==> config.mk <==
export PLATFORM = sky130hd
export DESIGN_NAME = mvm_tile_controller
export DESIGN_NICKNAME = d
export VERILOG_FILES = /design/src/rtl/mvm_tile_controller.sv
export SDC_FILE = /design/constraint.sdc
export NUM_CORES = 1
export LEC_CHECK = 0
export ABC_AREA = 1
export BUFFER_PORTS_ARGS = -buffer_cell sky130_fd_sc_hd__clkbuf_2
export CELL_PAD_IN_SITES_DETAIL_PLACEMENT = 1
export CELL_PAD_IN_SITES_GLOBAL_PLACEMENT = 2
export CORE_ASPECT_RATIO = 0.7
export CORE_UTILIZATION = 32
export DETAILED_ROUTE_END_ITERATION = 8
export PLACE_DENSITY = 0.92
export SYNTH_ARGS = -nofsm -noshare
export SYNTH_HDL_FRONTEND = slang
export SYNTH_SLANG_ARGS = --single-unit
==> constraint.sdc <==
create_clock -name clock -period 2.6 [get_ports clock]
set_input_delay 0.26 -clock clock [delete_from_list [all_inputs] [get_ports clock]]
set_output_delay 0.26 -clock clock [all_outputs]
set_load 0.01 [all_outputs]
==> src/rtl/mvm_tile_controller.sv <==
// rtl/mvm_tile_controller.sv - tile sequencer for the bit-serial MVM datapath
// Walks the tile row by row in CHANNELS-wide column groups and drives PE, selector and psum control.
module mvm_tile_controller #(
  parameter int ROWS     = 16,
  parameter int COLS     = 16,
  parameter int CHANNELS = 4,
  parameter int LEN_W    = 8,
  localparam int GROUPS  = COLS / CHANNELS,
  localparam int GW      = (GROUPS > 1) ? $clog2(GROUPS) : 1,
  localparam int RW      = (ROWS > 1) ? $clog2(ROWS) : 1
) (
  input  logic             clock,
  input  logic             reset,
  input  logic             start,
  input  logic             abort,
  input  logic [LEN_W-1:0] cfg_len,
  input  logic             in_valid,
  output logic             in_ready,
  output logic             out_valid,
  input  logic             out_ready,
  output logic             pe_init,
  output logic             pe_enable,
  output logic             pe_reset,
  output logic             sel_reset,
  output logic             sel_enable,
  output logic             psum_clear,
  output logic             psum_enable,
  output logic [GW-1:0]    col_idx,
  output logic [RW-1:0]    row_idx,
  output logic             busy,
  output logic             done,
  output logic             aborted
);

  typedef enum logic [3:0] {
    IDLE, CLEAR, WAIT_IN, INIT, STREAM, ACCUM, OUTPUT, ADVANCE, DONE
  } state_t;

  state_t             state_q, state_d;
  logic [LEN_W-1:0]   len_q, len_d;
  logic [LEN_W-1:0]   counter_q, counter_d;
  logic [GW-1:0]      col_q, col_d;
  logic [RW-1:0]      row_q, row_d;
  logic               aborted_q, aborted_d;
  logic               col_last, row_last;

  assign col_last = (col_q == GW'(GROUPS - 1));
  assign row_last = (row_q == RW'(ROWS - 1));

  always_ff @(posedge clock) begin
    if (reset) begin
      state_q   <= IDLE;
      len_q     <= '0;
      counter_q <= '0;
      col_q     <= '0;
      row_q     <= '0;
      aborted_q <= 1'b0;
    end else begin
      state_q   <= state_d;
      len_q     <= len_d;
      counter_q <= counter_d;
      col_q     <= col_d;
      row_q     <= row_d;
      aborted_q <= aborted_d;
    end
  end

  always_comb begin
    state_d   = state_q;
    len_d     = len_q;
    counter_d = counter_q;
    col_d     = col_q;
    row_d     = row_q;
    aborted_d = 1'b0;
    if (state_q != IDLE && abort) begin
      state_d   = IDLE;
      aborted_d = 1'b1;
    end else begin
      case (state_q)
        IDLE: begin
          if (start) begin
            state_d = CLEAR;
            len_d   = cfg_len;
          end
        end
        CLEAR: begin
          col_d   = '0;
          row_d   = '0;
          state_d = WAIT_IN;
        end
        WAIT_IN: if (in_valid) state_d = INIT;
        INIT: begin
          counter_d = len_q;
          state_d   = STREAM;
        end
        STREAM: begin
          if (counter_q == '0) state_d = ACCUM;
          else counter_d = counter_q - LEN_W'(1);
        end
        ACCUM:  state_d = col_last ? OUTPUT : ADVANCE;
        OUTPUT: if (out_ready) state_d = ADVANCE;
        ADVANCE: begin
          if (col_last && row_last) begin
            state_d = DONE;
          end else begin
            if (col_last) begin
              col_d = '0;
              row_d = row_q + RW'(1);
            end else begin
              col_d = col_q + GW'(1);
            end
            state_d = WAIT_IN;
          end
        end
        DONE:    state_d = IDLE;
        default: state_d = IDLE;
      endcase
    end
  end

  always_comb begin
    in_ready    = 1'b0;
    out_valid   = 1'b0;
    pe_init     = 1'b0;
    pe_enable   = 1'b0;
    pe_reset    = 1'b0;
    sel_reset   = 1'b0;
    sel_enable  = 1'b0;
    psum_clear  = 1'b0;
    psum_enable = 1'b0;
    done        = 1'b0;
    case (state_q)
      CLEAR:   pe_reset = 1'b1;
      WAIT_IN: in_ready = 1'b1;
      INIT: begin
        pe_init    = 1'b1;
        sel_reset  = 1'b1;
        // accumulator restarts only at the first group of each row
        psum_clear = (col_q == '0);
      end
      STREAM: begin
        pe_enable  = 1'b1;
        sel_enable = 1'b1;
      end
      ACCUM:   psum_enable = 1'b1;
      OUTPUT:  out_valid = 1'b1;
      DONE:    done = 1'b1;
      default: ;
    endcase
  end

  assign busy    = (state_q != IDLE);
  assign aborted = aborted_q;
  assign col_idx = col_q;
  assign row_idx = row_q;

endmodule
==> results of run 1 <==
## final timing paths
check	startpoint	endpoint	slack, ns	depth (start not counted)
worst max-delay path	state_q[2]$_SDFFE_PP0P_	len_q[5]$_SDFFE_PP0P_	0.89	4
worst min-delay path	cfg_len[1]	len_q[1]$_SDFFE_PP0P_	0.25	3
worst max register to register	state_q[2]$_SDFFE_PP0P_	len_q[5]$_SDFFE_PP0P_	0.89	4
worst min register to register	len_q[1]$_SDFFE_PP0P_	len_q[1]$_SDFFE_PP0P_	0.46	2
## cell families (layout without fill, tap and decap cells)
logic type	after synthesis	count (layout)
compound gates	42	42
xor+xnor	1	1
fa+ha+maj	5	5
buf+inv	43	72
flops	27	27
simple gates	110	110
## area by class of cell
type                    instances  area (um^2)  share of cell area
flip-flops and latches         27          541               0.293
clock inverters                 1         8.76             0.00474
inverters                      37          144              0.0779
repair buffers                 31          155              0.0840
multi-input cells             158          871               0.472
clock buffers                   3         41.3              0.0224
well taps                      69         86.3              0.0467
## worst min-delay path, cell delays in order
cell and delay [ns]:
sky130_fd_sc_hd__clkbuf_2 0.07, sky130_fd_sc_hd__o21ai_0 0.07, sky130_fd_sc_hd__a21oi_1 0.10
## registers in the layout, summed over array words and instances, names as in the netlist
name	flops
counter_q	8
aborted	1
col_idx	2
state_q	4
len_q	8
row_idx	4
## power by group through the flow
| stage | combinational (mW) | clock [mW] | sequential (mW) |
|---|---|---|---|
| after floorplan | 0.289 | 0 | 0.510 |
| after global placement | 0.390 | 0 | 0.513 |
| after detailed placement | 0.398 | 0 | 0.515 |
| after CTS | 0.402 | 0.270 | 0.506 |
| after global routing | 0.454 | 0.282 | 0.513 |
| final | 0.398 | 0.264 | 0.506 |
## routing by layer
layer | vias up | global-route usage
met4 | 0 | 0.0286
li1 | 783 | -
met5 | - | 0
met3 | 2 | 0.0402
met2 | 23 | 0.239
met1 | 664 | 0.270
## cell usage in the layout, fill, tap and decap left out
cell and count:
sky130_fd_sc_hd__xor2_1 1, sky130_fd_sc_hd__or2_2 2, sky130_fd_sc_hd__ha_1 5, sky130_fd_sc_hd__nor2_4 3
sky130_fd_sc_hd__o21ai_0 20, sky130_fd_sc_hd__nor2_2 2, sky130_fd_sc_hd__nand2_1 42, sky130_fd_sc_hd__inv_2 4
sky130_fd_sc_hd__nand3b_1 1, sky130_fd_sc_hd__clkbuf_8 3, sky130_fd_sc_hd__a21oi_1 14, sky130_fd_sc_hd__nor2_1 24
sky130_fd_sc_hd__nor2_8 2, sky130_fd_sc_hd__inv_1 32, sky130_fd_sc_hd__inv_6 1, sky130_fd_sc_hd__nand3_1 15
sky130_fd_sc_hd__nand2_2 8, sky130_fd_sc_hd__clkbuf_2 31, sky130_fd_sc_hd__a211oi_1 1, sky130_fd_sc_hd__o22ai_1 1
sky130_fd_sc_hd__nand2_4 4, sky130_fd_sc_hd__clkinv_4 1, sky130_fd_sc_hd__o21ai_2 1, sky130_fd_sc_hd__nand4_1 3
sky130_fd_sc_hd__nor3_1 4, sky130_fd_sc_hd__a21oi_2 5, sky130_fd_sc_hd__dfxtp_1 27
==> impl_table.tex, run 1 <==
\begin{tabular}{lr}
\hline
Metric & Value \\
\hline
\multicolumn{2}{l}{\textbf{Die}} \\
Number of top-level pins & 32 \\
Die boundary height & 61.1 um \\
Die area & 0.00528 mm\^{}2 \\
Core Region & 0.00478 mm\^{}2 \\
Die Wd & 86.4 um \\
Standard-cell rows & 21 \\
Initial core utilization & 0.334 \\
\multicolumn{2}{l}{\textbf{Logic synthesis}} \\
Main combinational cell family by area after synthesis & simple AND/OR/NAND/NOR gates \\
Synthesized-area fraction occupied by and/or/nand/nor cells & 0.353 \\
Top cell type by total area after synthesis & sky130\_fd\_sc\_hd\_\_dfxtp\_1 \\
Post-Synth Adder-Cell Area & 0.0392 \\
Average footprint of a synthesized cell & 7.00 um\^{}2 \\
Number of instances in the synthesized netlist & 228 \\
Synth top area share & 0.339 \\
Number of warning messages in the yosys log & 0 \\
Number of library cell types mapped by synthesis & 27 \\
Compound-cell area share of the yosys netlist & 0.148 \\
Number of storage elements in the synthesis netlist & 27 \\
Fraction of synthesized area in multiplexers & 0 \\
Main area contributors after synthesis & sky130\_fd\_sc\_hd\_\_dfxtp\_1 34\%, sky130\_fd\_sc\_hd\_\_nand2\_1 9.9\%, sky130\_fd\_sc\_hd\_\_inv\_1 7.5\% \\
Number of enable flip-flop cells after synthesis & 0 \\
Async SR Flop Fraction & 0 \\
Sequential-to-total area share from yosys stat & 0.339 \\
XOR/XNOR Fraction of Synth Area & 0.00549 \\
Most used standard cells in the synthesized netlist & 42 x sky130\_fd\_sc\_hd\_\_nand2\_1, 32 x sky130\_fd\_sc\_hd\_\_inv\_1, 27 x sky130\_fd\_sc\_hd\_\_dfxtp\_1, 24 x sky130\_fd\_sc\_hd\_\_nor2\_1, 20 x sky130\_fd\_sc\_hd\_\_o21ai\_0 \\
Post-synth net total & 247 \\
Most instantiated flip-flop cell in the synthesis netlist & sky130\_fd\_sc\_hd\_\_dfxtp\_1 \\
Synth Cell Area & 0.00160 mm\^{}2 \\
Most common cell in the synthesized netlist & sky130\_fd\_sc\_hd\_\_nand2\_1 \\
\multicolumn{2}{l}{\textbf{Power}} \\
Power density of the placed cells & 632 mW/mm\^{}2 \\
Fraction of power spent switching nets & 0.391 \\
Final Total Pwr & 1.17 mW \\
Clock share of power & 0.226 \\
Switching component of the power & 0.457 mW \\
Combinational cell fraction of total power & 0.340 \\
Pint & 0.711 mW \\
Leakage power summed over all cells & 0.915 nW \\
Proportion of power drawn by flip-flops and latches & 0.433 \\
Maximum vdd ir drop & 0.000207 V \\
\multicolumn{2}{l}{\textbf{Clock network}} \\
Clock Latency Late Sink & 0.28 ns \\
H-tree levels & 1 \\
Root Driver & sky130\_fd\_sc\_hd\_\_clkbuf\_8 \\
CTS tree & done \\
Post-CTS setup buffer count & 0 \\
Clock net sink count & 27 \\
Hold-fix buffer count after cts & 0 \\
Worst-path clk slew & 0.11 ns \\
Clock buffers created by TritonCTS & 3 \\
Post-CTS resize count & 0 \\
Deepest clock path buffer count & 2 \\
\multicolumn{2}{l}{\textbf{Placement}} \\
DP Cell Count & 322 \\
Worst slack, placed & 0.886 ns \\
Global placement routability congestion & 0.782 \\
HPWL Detailed & 3.21 mm \\
Placed Area & 0.00180 mm\^{}2 \\
Port bufs & 31 \\
\multicolumn{2}{l}{\textbf{Min path}} \\
Hold crit path type & input pin to flip-flop \\
\multicolumn{2}{l}{\textbf{Route}} \\
Number of DRC violations after detailed-routing iteration 0 & 62 \\
Highest layer used for signal routing & met4 \\
First-pass iteration count of the detailed router & 4 \\
Remaining number of nets flagged by the antenna check after routing & 0 \\
Routed wire length on met3 & 136 um \\
Vias per inst & 4.52 \\
Via count & 1,472 \\
WL/cell & 12.7 um \\
Metal1 wirelength & 2.44 mm \\
Post-route DRC violation count & 0 \\
Routed length on met2 & 1.55 mm \\
Final WL & 4.15 mm \\
\multicolumn{2}{l}{\textbf{Cells and area}} \\
Final core utilization & 0.386 \\
Share of layout cells above drive strength 1 & 0.261 \\
Final cell area excluding filler cells & 0.00185 mm\^{}2 \\
Final net count & 277 \\
Post-Layout Cell Count & 326 \\
Layout-stage area growth over the synthesis result & 15.7\% \\
Fillers & 627 \\
Diode insertion count for antenna repair & 0 \\
\multicolumn{2}{l}{\textbf{Critical path}} \\
Crit path buf inv count & 0 \\
Critical Path Start Type & flip-flop \\
Critical Path AT & 1.87 ns \\
Crit path max-delay cell type & sky130\_fd\_sc\_hd\_\_nand3\_1 \\
Worst EP required & 2.76 ns \\
Capturing element type of the critical path & flip-flop \\
Critical-path cell list & nor2\_2, nand3\_1, o21ai\_0, a21oi\_1 \\
Top fanout value on the critical path & 16 \\
CP max stage delay & 0.50 ns \\
Family with the most delay on the worst path & simple AND/OR/NAND/NOR gates \\
Worst Path Class, Setup & flip-flop to flip-flop \\
\multicolumn{2}{l}{\textbf{Flow run}} \\
Number of maximum-capacitance violations & 0 \\
\multicolumn{2}{l}{\textbf{Status}} \\
Run status & finished clean \\
\multicolumn{2}{l}{\textbf{STA}} \\
Setup TNS after final layout & 0 ns \\
Portion of the clock cycle consumed by the worst path in the final layout & 0.659 \\
Post-route setup slack & 0.887 ns \\
Setup repair after global routing missed its margin & false \\
Relative slew margins & 0.588 \\
Max Clock Freq & 584 MHz \\
Count of endpoints failing setup in the final report & 0 \\
Worst slew pin tran & 0.617 ns \\
Number of max-slew violations in the final report & 0 \\
Final Hold Viols & 0 \\
Worst hold margin & 0.251 ns \\
Crit path time final & 1.71 ns \\
Worst Skew & 0.00433 ns \\
\multicolumn{2}{l}{\textbf{Global routing}} \\
Maximum number of pins on one net before global-route repair & 18 \\
Total routing usage reported by global routing & 0.172 \\
Grt ovf & 0 \\
Initial antenna violation count & 0 \\
Vias in the first global route & 1,380 \\
Global-route wire length before repair & 6.90 mm \\
\hline
\end{tabular}
Power figures use the tool's default switching activity.
==> inputs of run 2 (changes only) <==
- CORE_UTILIZATION: 32 -> 30
- PLACE_DENSITY: 0.92 -> 0.87
- clock period: 2.6 -> 1.73 ns (I/O delays scaled with it)
==> impl_table.tex, run 2 (same netlist as run 1, synthesis figures left out) <==
\begin{tabular}{lr}
\hline
Metric & Value \\
\hline
\multicolumn{2}{l}{\textbf{Cells and area}} \\
Top library cells by usage in the layout, fill and taps aside & 42 x sky130\_fd\_sc\_hd\_\_nand2\_1, 32 x sky130\_fd\_sc\_hd\_\_inv\_1, 31 x sky130\_fd\_sc\_hd\_\_clkbuf\_2 \\
Layout-stage area growth over the synthesis result & 18.7\% \\
Area of combinational cells with multiple inputs & 871 um\^{}2 (unchanged) \\
Fillers & 662 (+5.6\%) \\
Final core utilization & 0.383 (-0.00270) \\
Footprint of the flip-flops and latches & 543 um\^{}2 (+0.46\%) \\
Diode insertion count for antenna repair & 0 (unchanged) \\
Most common library cell in the layout ignoring fill and taps & sky130\_fd\_sc\_hd\_\_nand2\_1 \\
Largest registers ranked by flip-flop count & counter\_q (8), len\_q (8) \\
Final cell area excluding filler cells & 0.00189 mm\^{}2 (+2.6\%) \\
Final net count & 283 (+2.2\%) \\
Share of layout cells above drive strength 1 & 0.285 (+0.0245) \\
\multicolumn{2}{l}{\textbf{Critical path}} \\
Critical Path Start Type & flip-flop \\
Critical Path AT & 1.40 ns (-0.47 ns) \\
Top fanout value on the critical path & 6 (-10) \\
Cells on worst reg2reg path & 10 (+6) \\
Worst EP required & 1.56 ns (-1.20 ns) \\
Worst Path Class, Setup & flip-flop to output pin \\
Capturing element type of the critical path & output pin \\
\multicolumn{2}{l}{\textbf{Clock network}} \\
Clock Latency Late Sink & 0.28 ns (about the same) \\
Deepest clock path buffer count & 2 (unchanged) \\
Clock buffers created by TritonCTS & 3 (unchanged) \\
H-tree levels & 1 (unchanged) \\
Clock net sink count & 27 (unchanged) \\
Worst-path clk slew & 0.10 ns (about the same) \\
CTS tree & done \\
Root Driver & sky130\_fd\_sc\_hd\_\_clkbuf\_8 \\
\multicolumn{2}{l}{\textbf{Power}} \\
Maximum vdd ir drop & 0.000402 V (+94\%) \\
Power density of the placed cells & 930 mW/mm\^{}2 (+47\%) \\
Fraction of power spent switching nets & 0.383 (-0.00793) \\
Leakage power summed over all cells & 0.948 nW (+3.6\%) \\
Proportion of power drawn by flip-flops and latches & 0.431 (-0.002) \\
Switching component of the power & 0.675 mW (+48\%) \\
Pint & 1.09 mW (+53\%) \\
Clock share of power & 0.223 (-0.003) \\
Combinational cell fraction of total power & 0.346 (+0.006) \\
\multicolumn{2}{l}{\textbf{STA}} \\
Worst hold margin & 0.162 ns (-0.0895 ns) \\
Post-route setup slack & 0.153 ns (-0.734 ns) \\
Crit path time final & 1.58 ns \\
Portion of the clock cycle consumed by the worst path in the final layout & 0.912 \\
Relative slew margins & 0.788 (+0.200) \\
Worst slew pin tran & 0.314 ns (-0.302 ns) \\
Setup TNS after final layout & 0 ns (unchanged) \\
Final Hold Viols & 0 (unchanged) \\
Number of max-slew violations in the final report & 0 (unchanged) \\
Count of endpoints failing setup in the final report & 0 (unchanged) \\
Max Clock Freq & 634 MHz \\
Worst Skew & 0.00321 ns (-0.00113 ns) \\
\multicolumn{2}{l}{\textbf{Route}} \\
Vias per inst & 4.51 (-0.21\%) \\
Via count & 1,496 (+1.6\%) \\
Number of DRC violations after detailed-routing iteration 0 & 42 (-32\%) \\
Remaining number of nets flagged by the antenna check after routing & 0 (unchanged) \\
Final WL & 4.11 mm (-0.87\%) \\
First-pass iteration count of the detailed router & 4 (unchanged) \\
Post-route DRC violation count & 0 (unchanged) \\
WL/cell & 12.4 um (-2.7\%) \\
\multicolumn{2}{l}{\textbf{Placement}} \\
HPWL Detailed & 3.29 mm (+2.3\%) \\
Placed Area & 0.00182 mm\^{}2 (+1.3\%) \\
Global placement routability congestion & 0.771 (-1.4\%) \\
Port bufs & 31 (unchanged) \\
Worst slack, placed & 0.163 ns (-0.722 ns) \\
\multicolumn{2}{l}{\textbf{Global routing}} \\
Grt ovf & 0 (unchanged) \\
Peak-usage layer in the global routing report & met1 \\
Global routing usage on met2 & 0.208 (-0.0312) \\
Global-route wire length before repair & 7.00 mm (+1.4\%) \\
Maximum number of pins on one net before global-route repair & 18 (unchanged) \\
Global-route met1 utilization & 0.270 (-0.000828) \\
Total routing usage reported by global routing & 0.163 (-0.00920) \\
Vias in the first global route & 1,408 (+2.0\%) \\
Initial antenna violation count & 0 (unchanged) \\
Met3 GRT Util & 0.0330 (-0.00719) \\
\multicolumn{2}{l}{\textbf{Die}} \\
Core Region & 0.00494 mm\^{}2 (+3.3\%) \\
Number of top-level pins & 32 (unchanged) \\
Standard-cell rows & 21 (unchanged) \\
Die area & 0.00562 mm\^{}2 (+6.5\%) \\
Die boundary height & 63.0 um (+3.2\%) \\
Initial core utilization & 0.323 (-0.0107) \\
Die Wd & 89.2 um (+3.2\%) \\
\multicolumn{2}{l}{\textbf{Status}} \\
Run status & finished clean \\
\multicolumn{2}{l}{\textbf{Min path}} \\
Hold crit path type & input pin to flip-flop \\
Hold Crit Depth & 3 (unchanged) \\
\multicolumn{2}{l}{\textbf{Flow run}} \\
Number of maximum-capacitance violations & 0 (unchanged) \\
\hline
\end{tabular}
[run 2: changes by cell type in the layout (fill, tap and decap cells not counted), sizes merged]
cell / delta
buf: +6
[run 2: final timing paths]
path / slack [ns] / endpoint / from
setup reg to reg: 0.19 / counter_q[4]$_SDFFE_PP0P_ / state_q[0]$_SDFFE_PP0P_
hold / removal: 0.16 / len_q[4]$_SDFFE_PP0P_ / cfg_len[4]
hold reg to reg: 0.45 / len_q[1]$_SDFFE_PP0P_ / len_q[1]$_SDFFE_PP0P_
setup / recovery: 0.15 / psum_clear / state_q[0]$_SDFFE_PP0P_
[run 2: timing repair]
item	in CTS	in global routing
hold buffers	0	0
setup endpoints to repair	0	7
resized for setup	0	2
buffers inserted	0	3
[run 2: layout make-up]
| cell class | count | share of cell area |
|---|---|---|
| clock inverters | 1 | 0.00462 |
| repair buffers | 37 | 0.106 |
| flip-flops and latches | 27 | 0.287 |
| clock buffers | 3 | 0.0218 |
| well taps | 69 | 0.0456 |
| multi-input cells | 158 | 0.460 |
| inverters | 37 | 0.0760 |
[run 2: metrics by stage]
stage          power [mW]  std cells
3_3_place_gp         1.37        325
4_1_cts              1.78        329
6_report             1.76        332
5_1_grt              1.91        332
2_1_floorplan        1.20        228
3_5_place_dp         1.39        325
[run 2: layer usage]
| layer | vias to the layer above | routed length, um |
|---|---|---|
| met5 | - | 0 |
| met4 | 0 | 44 |
| met3 | 4 | 117 |
| met2 | 23 | 1570 |
| met1 | 674 | 2390 |
| li1 | 795 | - |
[run 2: power groups by stage]
| stage | Sequential, mW | Combinational [mW] | Clock (mW) |
|---|---|---|---|
| 2_1_floorplan | 0.767 | 0.434 | 0 |
| 3_3_place_gp | 0.770 | 0.600 | 0 |
| 3_5_place_dp | 0.773 | 0.614 | 0 |
| 4_1_cts | 0.759 | 0.619 | 0.404 |
| 5_1_grt | 0.771 | 0.704 | 0.437 |
| 6_report | 0.759 | 0.610 | 0.393 |
[run 2: worst max-delay path, stage by stage, from the launching register on]
cell and delay (ns):
sky130_fd_sc_hd__dfxtp_1 0.47, sky130_fd_sc_hd__nand2_2 0.14, sky130_fd_sc_hd__inv_2 0.10, sky130_fd_sc_hd__nand2_1 0.15, sky130_fd_sc_hd__nor2_1 0.13, sky130_fd_sc_hd__clkbuf_2 0.14
